$ cat config.mk
export PLATFORM = sky130hd
export DESIGN_NAME = neuron_param_loader
export DESIGN_NICKNAME = d
export VERILOG_FILES = /design/src/rtl/nlif_pkg.sv /design/src/rtl/byte_shift_reg.sv /design/src/rtl/neuron_param_loader.sv
export SDC_FILE = /design/constraint.sdc
export NUM_CORES = 1
export LEC_CHECK = 0
export BUFFER_PORTS_ARGS = -buffer_cell sky130_fd_sc_hd__buf_2
export CAP_MARGIN = 20
export CORE_MARGIN = 5
export CORE_UTILIZATION = 58
export CTS_BUF_LIST = sky130_fd_sc_hd__clkbuf_8
export DETAILED_ROUTE_END_ITERATION = 10
export GPL_ROUTABILITY_DRIVEN = 1
export PLACE_DENSITY = 0.81
export SYNTH_ARGS = -nofsm -noshare
export SYNTH_HDL_FRONTEND = slang
export SYNTH_HIERARCHICAL = 1
export SYNTH_SLANG_ARGS = --single-unit
export TNS_END_PERCENT = 100
$ cat constraint.sdc
create_clock -name clk -period 2.3 [get_ports clk]
set_input_delay 0.23 -clock clk [delete_from_list [all_inputs] [get_ports clk]]
set_output_delay 0.23 -clock clk [all_outputs]
set_load 0.02 [all_outputs]
$ cat src/rtl/nlif_pkg.sv
// Shared definitions for the neuron parameter loader: host address map, FSM states, counter width.
package nlif_pkg;

    localparam int unsigned ADDR_BITS        = 3;
    localparam int unsigned BYTE_BITS        = 8;
    localparam int unsigned SPIKE_COUNT_BITS = 8;
    localparam int unsigned SHIFT_BITS       = 3;

    localparam logic [ADDR_BITS-1:0] ADDR_INPUTS  = 3'd0;
    localparam logic [ADDR_BITS-1:0] ADDR_WEIGHTS = 3'd1;
    localparam logic [ADDR_BITS-1:0] ADDR_SHIFT   = 3'd2;
    localparam logic [ADDR_BITS-1:0] ADDR_THRESH  = 3'd3;
    localparam logic [ADDR_BITS-1:0] ADDR_RUN     = 3'd4;

    typedef enum logic [0:0] {
        IDLE = 1'b0,
        RUN  = 1'b1
    } state_e;

    // Saturating increment for the spike counter.
    function automatic logic [SPIKE_COUNT_BITS-1:0] sat_inc(
        input logic [SPIKE_COUNT_BITS-1:0] value
    );
        if (value == {SPIKE_COUNT_BITS{1'b1}}) begin
            return value;
        end
        return value + SPIKE_COUNT_BITS'(1);
    endfunction

endpackage

$ cat src/rtl/byte_shift_reg.sv
// Byte-wide right-shifting staging register: new bytes enter at the top, oldest byte drops out of the bottom.
module byte_shift_reg import nlif_pkg::*; #(
    parameter int unsigned WIDTH = 32
) (
    input  logic                 clk,
    input  logic                 reset,
    input  logic                 load,
    input  logic [BYTE_BITS-1:0] data_in,
    output logic [WIDTH-1:0]     q
);

    generate
        if (WIDTH == BYTE_BITS) begin : g_single_byte
            // Single-byte register: every load simply replaces the content.
            always_ff @(posedge clk) begin
                if (reset) begin
                    q <= '0;
                end else if (load) begin
                    q <= data_in;
                end
            end
        end else begin : g_multi_byte
            // Shift right by one byte, new byte lands in the top lane.
            always_ff @(posedge clk) begin
                if (reset) begin
                    q <= '0;
                end else if (load) begin
                    q <= {data_in, q[WIDTH-1:BYTE_BITS]};
                end
            end
        end
    endgenerate

endmodule

$ cat src/rtl/neuron_param_loader.sv
// Host-side loader for neuron_lif: stages byte writes, commits them on RUN, then drives enable for N ticks and counts spikes.
module neuron_param_loader import nlif_pkg::*; #(
    parameter int unsigned SYNAPSES       = 32,
    parameter int unsigned THRESHOLD_BITS = 6
) (
    input  logic                        clk,
    input  logic                        reset,
    input  logic [7:0]                  data_in,
    input  logic [2:0]                  addr,
    input  logic                        data_valid,
    output logic                        data_ready,
    output logic [SYNAPSES-1:0]         inputs,
    output logic [SYNAPSES-1:0]         weights,
    output logic [2:0]                  shift,
    output logic [THRESHOLD_BITS-1:0]   threshold,
    output logic                        enable,
    input  logic                        is_spike,
    output logic [7:0]                  spike_count,
    output logic                        busy,
    output logic                        done
);

    localparam int unsigned TICK_BITS = 8;

    state_e                       state_q;
    state_e                       state_d;

    logic                         accept;
    logic                         wr_inputs;
    logic                         wr_weights;
    logic                         wr_shift;
    logic                         wr_thresh;
    logic                         commit;
    logic                         start;
    logic                         last_tick;

    logic [SYNAPSES-1:0]          stg_inputs;
    logic [SYNAPSES-1:0]          stg_weights;
    logic [SHIFT_BITS-1:0]        stg_shift;
    logic [THRESHOLD_BITS-1:0]    stg_thresh;
    logic [TICK_BITS-1:0]         remaining_q;

    // Staging vector for input spikes.
    byte_shift_reg #(
        .WIDTH (SYNAPSES)
    ) u_inputs_stg (
        .clk     (clk),
        .reset   (reset),
        .load    (wr_inputs),
        .data_in (data_in),
        .q       (stg_inputs)
    );

    // Staging vector for binary weights.
    byte_shift_reg #(
        .WIDTH (SYNAPSES)
    ) u_weights_stg (
        .clk     (clk),
        .reset   (reset),
        .load    (wr_weights),
        .data_in (data_in),
        .q       (stg_weights)
    );

    // State register.
    always_ff @(posedge clk) begin
        if (reset) begin
            state_q <= IDLE;
        end else begin
            state_q <= state_d;
        end
    end

    // Handshake decode, write strobes and next-state logic.
    always_comb begin
        data_ready = 1'b0;
        accept     = 1'b0;
        wr_inputs  = 1'b0;
        wr_weights = 1'b0;
        wr_shift   = 1'b0;
        wr_thresh  = 1'b0;
        commit     = 1'b0;
        start      = 1'b0;
        last_tick  = 1'b0;
        state_d    = state_q;

        data_ready = (state_q == IDLE);
        accept     = data_valid && data_ready;

        if (accept) begin
            case (addr)
                ADDR_INPUTS:  wr_inputs  = 1'b1;
                ADDR_WEIGHTS: wr_weights = 1'b1;
                ADDR_SHIFT:   wr_shift   = 1'b1;
                ADDR_THRESH:  wr_thresh  = 1'b1;
                ADDR_RUN:     commit     = 1'b1;
                default:      ;
            endcase
        end

        start = commit && (data_in != 8'd0);

        case (state_q)
            IDLE: begin
                if (start) begin
                    state_d = RUN;
                end
            end
            RUN: begin
                last_tick = (remaining_q == TICK_BITS'(1));
                if (last_tick) begin
                    state_d = IDLE;
                end
            end
            default: state_d = IDLE;
        endcase
    end

    // Scalar staging registers.
    always_ff @(posedge clk) begin
        if (reset) begin
            stg_shift  <= '0;
            stg_thresh <= '0;
        end else begin
            if (wr_shift) begin
                stg_shift <= data_in[SHIFT_BITS-1:0];
            end
            if (wr_thresh) begin
                stg_thresh <= data_in[THRESHOLD_BITS-1:0];
            end
        end
    end

    // Committed operands: only a RUN write updates them, so they hold steady through a run.
    always_ff @(posedge clk) begin
        if (reset) begin
            inputs    <= '0;
            weights   <= '0;
            shift     <= '0;
            threshold <= '0;
        end else if (commit) begin
            inputs    <= stg_inputs;
            weights   <= stg_weights;
            shift     <= stg_shift;
            threshold <= stg_thresh;
        end
    end

    // Run control: tick counter, enable/busy, done pulse and saturating spike counter.
    always_ff @(posedge clk) begin
        if (reset) begin
            remaining_q <= '0;
            enable      <= 1'b0;
            busy        <= 1'b0;
            done        <= 1'b0;
            spike_count <= '0;
        end else begin
            done <= 1'b0;
            if (start) begin
                remaining_q <= data_in;
                enable      <= 1'b1;
                busy        <= 1'b1;
                spike_count <= '0;
            end else if (state_q == RUN) begin
                if (enable && is_spike) begin
                    spike_count <= sat_inc(spike_count);
                end
                if (last_tick) begin
                    remaining_q <= '0;
                    enable      <= 1'b0;
                    busy        <= 1'b0;
                    done        <= 1'b1;
                end else begin
                    remaining_q <= remaining_q - TICK_BITS'(1);
                end
            end
        end
    end

endmodule

## Word level (Yosys, flattened, before mapping)

Cells that the tools add are included.

- Reduce and logical (&&, ||, !) cells: 11
- Eq/ne operators: 7
- Multiplexer cells: 27
- Bitwise gates (word level): 1
- Add/subtract/negate cells: 2

Operator list:

| kind | count |
|---|---|
| 8-bit 2-to-1 mux | 4 |
| 1-bit 2-to-1 mux | 22 |
| 8-bit by 1-bit adder with 8-bit output, second input constant | 1 |
| 8-bit by 1-bit == test with 1-bit output, second input constant | 1 |
| 8-bit == test, second input constant | 1 |
| 8-bit nonzero test | 1 |
| 8-bit by 1-bit subtractor with 8-bit output, second input constant | 1 |
| 3-bit by 2-bit == test with 1-bit output, second input constant | 2 |
| 2-bit nonzero test | 2 |
| 3-bit by 1-bit == test with 1-bit output, second input constant | 1 |
| 3-bit == test, second input constant | 1 |
| 1-bit logical AND | 3 |
| 3-bit logical NOT | 1 |
| 3-bit AND reduction | 1 |
| 3-bit OR reduction | 1 |
| 2-bit inequality test, second input constant | 1 |
| 1-bit one-hot mux with 2 select lines | 1 |
| 2-bit AND reduction | 1 |
| 2-bit OR reduction | 1 |
| 1-bit inverter | 1 |

- Register bits after elaboration: 165
- Output and inout bits: 85
- Logic and storage cells: 61
- Input port bits: 15

## Logic depth before layout (Yosys ltp)

- Depth after elaboration: 8
- Gate-level depth with buffers: 7
- Depth with buffers taken out: 6

## Cells and area by module

Netlist, hierarchy kept.

By module, submodules not included:

| module | cells an instance | sequential area each (µm²) | area an instance (µm²) | instances |
|---|---|---|---|---|
| neuron_param_loader | 477 | 2021.9 | 3938.8 | 1 |
| byte_shift_reg | 103 | 640.6 | 1163.6 | 2 |

## Worst setup path before layout

No wires, ideal clock.

- Path type: reg-to-reg
- Start: register state_q
- End: register u_inputs_stg.q[24]
- Period minus slack after synthesis: 1.640 ns
- Data required time: 2.172 ns
- Buffers on the path: 2
- Arrival: 1.513 ns
- Setup time: 0.128 ns
- Path slack: 0.660 ns
- Stages on the path, launching flop included: 7
- Cell sequence: dfxtp_1 -> or3b_2 -> nor3_1 -> buf_6 -> buf_12 -> mux2i_1 -> nor2_1

- Word-level cells in the longest chain between the ends: 3

RTL lines:

| item | line | RTL |
|---|---|---|
| start, declared | neuron_param_loader.sv:25 | `state_e state_q;` |
| start signal, assigned | neuron_param_loader.sv:70 | `state_q <= state_d;` |
| 1-bit inverter (no line) | n/a |  |
| 1-bit logical AND | neuron_param_loader.sv:88 | `accept = data_valid && data_ready;` |
| 1-bit 2-to-1 mux | neuron_param_loader.sv:90 | `if (accept) begin` |
| via wr_inputs | neuron_param_loader.sv:29 | `logic wr_inputs;` |
| end signal, assigned | byte_shift_reg.sv:28 | `q <= {data_in, q[WIDTH-1:BYTE_BITS]};` |
| end, declared | byte_shift_reg.sv:9 | `output logic [WIDTH-1:0] q` |

The timed path passes the listed nets, and every way through them passes these cells.
A chain may end at the register's enable or synchronous reset.

## Final worst setup path

- Start: register state_q
- End: register u_inputs_stg.q[25]

The elaborated chain is that of the path after synthesis.

==> impl_metrics.prom <==
# TYPE chip_impl_metric gauge
chip_impl_metric{name="clkSinkCount",unit=""} 165
chip_impl_metric{name="grtUsageMet2",unit=""} 0.375
chip_impl_metric{name="crit_fanout",unit=""} 32
chip_impl_info{name="cp-end-kind",value="flop"} 1
chip_impl_metric{name="arrival",unit="ns"} 2.29
chip_impl_metric{name="design.portCount",unit=""} 100
chip_impl_metric{name="vias",unit=""} 4993
chip_impl_metric{name="die_h",unit="µm"} 114
chip_impl_metric{name="transition_time_at_the_pin_with_the_least_slew_margin",unit="ns"} 0.818
chip_impl_metric{name="post_cts.resized_instances",unit=""} 0
chip_impl_metric{name="final_layout_setup_total_negative_slack",unit="ns"} 0
chip_impl_metric{name="synth_seq_cells",unit=""} 165
chip_impl_metric{name="power_density",unit="nW/µm²"} 732
chip_impl_metric{name="postSynthAreaPerCell",unit="µm²"} 9.17
chip_impl_info{name="clock-root-buffer",value="sky130_fd_sc_hd__clkbuf_8"} 1
chip_impl_metric{name="report.final.slew_viol_count",unit=""} 0
chip_impl_metric{name="gp_congestion",unit=""} 0.818
chip_impl_info{name="timing.setup.critical_path_class",value="reg2reg"} 1
chip_impl_metric{name="die_ar",unit="µm²"} 13000
chip_impl_metric{name="clock_insertion_delay_worst_skew",unit="ns"} 0.45
chip_impl_metric{name="buffers_inverters_on_critical_path",unit=""} 1
chip_impl_metric{name="grt.met1_usage",unit=""} 0.278
chip_impl_metric{name="final_core_utilization",unit=""} 0.671
chip_impl_info{name="setup.worst_path.start_class",value="flop"} 1
chip_impl_metric{name="core_area",unit="µm²"} 10700
chip_impl_metric{name="share_of_cells_above_drive_strength_1",unit=""} 0.198
chip_impl_metric{name="fin_worst_skew",unit="ns"} 0.00922
chip_impl_metric{name="initial_antenna_violation_count",unit=""} 0
chip_impl_metric{name="grt_remaining_overflow",unit=""} 0
chip_impl_metric{name="largest_net_degree_at_the_start_of_global_routing",unit=""} 68
chip_impl_metric{name="mappedNetlistNets",unit=""} 701
chip_impl_metric{name="yosys_warnings",unit=""} 6
chip_impl_metric{name="ant_nets",unit=""} 0
chip_impl_info{name="crit_path_cell_trace",value="or3b_2 -> nor3_2 -> buf_12 -> mux2i_1 -> nor2_1"} 1
chip_impl_info{name="hp-class",value="in2reg"} 1
chip_impl_metric{name="area_growth",unit="%"} 14.5
chip_impl_metric{name="via_per_inst",unit=""} 5.44
chip_impl_metric{name="timing.critical_path.slowest_cell_delay",unit="ns"} 0.56
chip_impl_metric{name="cts_max_level",unit=""} 4
chip_impl_metric{name="start_util",unit=""} 0.586
chip_impl_metric{name="timing.fmax",unit="MHz"} 505
chip_impl_metric{name="final-hold-violation-count",unit=""} 0
chip_impl_metric{name="first_global_vias",unit=""} 4854
chip_impl_info{name="grt_busiest_layer",value="met2"} 1
chip_impl_metric{name="drt_iter0_markers",unit=""} 286
chip_impl_metric{name="met3_usage",unit=""} 0.0488
chip_impl_metric{name="drtPass1Iterations",unit=""} 5
chip_impl_info{name="run_status",value="completed"} 1
chip_impl_metric{name="post-dp-hpwl",unit="µm"} 9690
chip_impl_metric{name="drv_cap",unit=""} 0
chip_impl_info{name="critPathTopFamily",value="simple AND/OR/NAND/NOR gates"} 1
chip_impl_metric{name="finish.net_count",unit=""} 784
chip_impl_metric{name="grt_usage",unit=""} 0.223
chip_impl_metric{name="synth_seq_area_share",unit=""} 0.527
chip_impl_metric{name="post_synth_num_cell_types",unit=""} 48
chip_impl_metric{name="grt_first_pass_wirelength",unit="µm"} 23500
chip_impl_metric{name="postCtsSetupRepairBufs",unit=""} 0
chip_impl_metric{name="wire_per_inst",unit="µm"} 15.5
chip_impl_metric{name="min_period",unit="ns"} 1.98
chip_impl_metric{name="leakage",unit="nW"} 2.76
chip_impl_metric{name="worstPathRequired",unit="ns"} 2.62
chip_impl_info{name="cts_tree",value="built"} 1
chip_impl_metric{name="relSlewSlack",unit=""} 0.451
chip_impl_info{name="unrepaired_setup_endpoints_after_global_routing",value="false"} 1
chip_impl_metric{name="floorplan.die.width",unit="µm"} 114
chip_impl_metric{name="ys_async_sr_fraction",unit=""} 0
chip_impl_metric{name="port_buffers",unit=""} 99
chip_impl_metric{name="antennaDiodeCount",unit=""} 0
chip_impl_metric{name="row_count",unit=""} 38
chip_impl_metric{name="totalWireLength",unit="µm"} 14200
chip_impl_metric{name="maximum_ir_drop_on_the_vdd_rail",unit="mV"} 0.474
chip_impl_metric{name="netlist_area",unit="µm²"} 6270
chip_impl_info{name="critical-path-slowest-cell",value="sky130_fd_sc_hd__or3b_2"} 1
chip_impl_metric{name="post-route-drc-count",unit=""} 0
chip_impl_metric{name="synth-edff-count",unit=""} 0
chip_impl_metric{name="postSynthCellCount",unit=""} 683
chip_impl_metric{name="cts_buffers",unit=""} 17
chip_impl_metric{name="clk_pin_slew",unit="ns"} 0.08
chip_impl_metric{name="cts_max_path_buffers",unit=""} 2
chip_impl_info{name="synth_ff_type",value="sky130_fd_sc_hd__dfxtp_1"} 1
chip_impl_metric{name="setup_viol",unit=""} 0
chip_impl_metric{name="hold_buffers",unit=""} 0
chip_impl_metric{name="fin_crit_sh",unit=""} 0.860
[final cells by class]
cell class / instances / area [µm²]
Fill cell: 899 / 3520
Sequential cell: 165 / 3300
Multi-Input combinational cell: 463 / 2640
Timing Repair Buffer: 108 / 616
Clock buffer: 18 / 248
Tap cell: 140 / 175
Clock inverter: 12 / 154
Inverter: 11 / 41.3
[worst paths after layout]
check	from	end	slack, ns	cells past startpoint
setup / recovery	state_q$_SDFF_PP0_	u_inputs_stg/q[25]$_SDFFE_PP0P_	0.32	5
hold / removal	data_in[5]	stg_thresh[5]$_SDFFE_PP0P_	0.14	3
setup reg to reg	state_q$_SDFF_PP0_	u_inputs_stg/q[25]$_SDFFE_PP0P_	0.32	5
hold reg to reg	weights[23]$_SDFFE_PP0P_	weights[23]$_SDFFE_PP0P_	0.46	2
[tightest hold or removal path, stage by stage]
cell and delay [ns]:
sky130_fd_sc_hd__buf_2 0.16, sky130_fd_sc_hd__mux2i_1 0.09, sky130_fd_sc_hd__nor2_1 0.07
[power by group]
part / leakage [nW] / switching [mW] / internal, mW / total [mW]
Combinational: 1.23 / 0.160 / 0.0792 / 0.240
Sequential: 1.33 / 0.0236 / 2.87 / 2.90
Clock: 0.197 / 1.02 / 1.09 / 2.11
[stage by stage]
stage               instances  hold WS [ns]  instance area, µm²  total power [mW]  setup WS [ns]
global route              917         0.133                7170              5.44          0.188
finish                    917         0.141                7170              5.25          0.321
detailed placement        887         0.446                6770              3.20          0.365
floorplan                 683         0.302                6270              3.13          0.660
global placement          887         0.439                6770              3.19          0.466
CTS                       917         0.123                7170              5.28          0.313
[cells by family (layout without fill, tap and decap cells)]
group,Yosys count,in the layout,synth area share
and+or+nand+nor,272,272,0.186
muxes,74,74,0.118
xor gates and xnor gates,4,4,0.00559
buffers and inverters,55,149,0.0547
DFF,165,165,0.527
AOI/OAI and AO/OA,110,110,0.102
adders and majority gates,3,3,0.00599
[flip-flops by register name (all words and copies together), names as in the netlist]
name	count
threshold	6
u_weights_stg/q	32
done	1
remaining_q	8
shift	3
busy	1
stg_shift	3
spike_count	8
state_q	1
inputs	32
u_inputs_stg/q	32
stg_thresh	6
weights	32
[cells in the mapped netlist, drive strengths merged, types with 4 or more instances]
library cell / count / area share
buf: 20 / 0.034
inv: 10 / 0.0060
a21oi: 83 / 0.066
nand2: 153 / 0.092
o21ai: 4 / 0.0038
or4: 4 / 0.0060
and3: 4 / 0.0040
mux2i: 74 / 0.12
nand3: 7 / 0.0056
dfxtp: 165 / 0.53
a211oi: 8 / 0.0096
nor3b: 4 / 0.0064
clkbuf: 24 / 0.014
nor2: 82 / 0.049
[layout by cell type, fill, tap and decap left out, types with 3 or more instances in the layout]
| cell | instances |
|---|---|
| sky130_fd_sc_hd__ha_1 | 3 |
| sky130_fd_sc_hd__clkbuf_8 | 18 |
| sky130_fd_sc_hd__buf_4 | 6 |
| sky130_fd_sc_hd__a211oi_1 | 8 |
| sky130_fd_sc_hd__inv_1 | 10 |
| sky130_fd_sc_hd__buf_2 | 98 |
| sky130_fd_sc_hd__nand3_1 | 7 |
| sky130_fd_sc_hd__a21oi_1 | 83 |
| sky130_fd_sc_hd__xor2_1 | 3 |
| sky130_fd_sc_hd__nor2_1 | 81 |
| sky130_fd_sc_hd__clkinvlp_4 | 3 |
| sky130_fd_sc_hd__and3_1 | 4 |
| sky130_fd_sc_hd__dfxtp_1 | 165 |
| sky130_fd_sc_hd__clkinv_2 | 3 |
| sky130_fd_sc_hd__buf_12 | 4 |
| sky130_fd_sc_hd__mux2i_1 | 74 |
| sky130_fd_sc_hd__nor2b_1 | 3 |
| sky130_fd_sc_hd__nand2_1 | 152 |
| sky130_fd_sc_hd__bufinv_16 | 3 |
[per-layer routing]
layer / part of all wire / vias up
met5: 0 / -
li1: - / 2449
met2: 0.50 / 128
met3: 0.047 / 22
met4: 0.019 / 0
met1: 0.43 / 2394
Power figures use the tool's default switching activity.
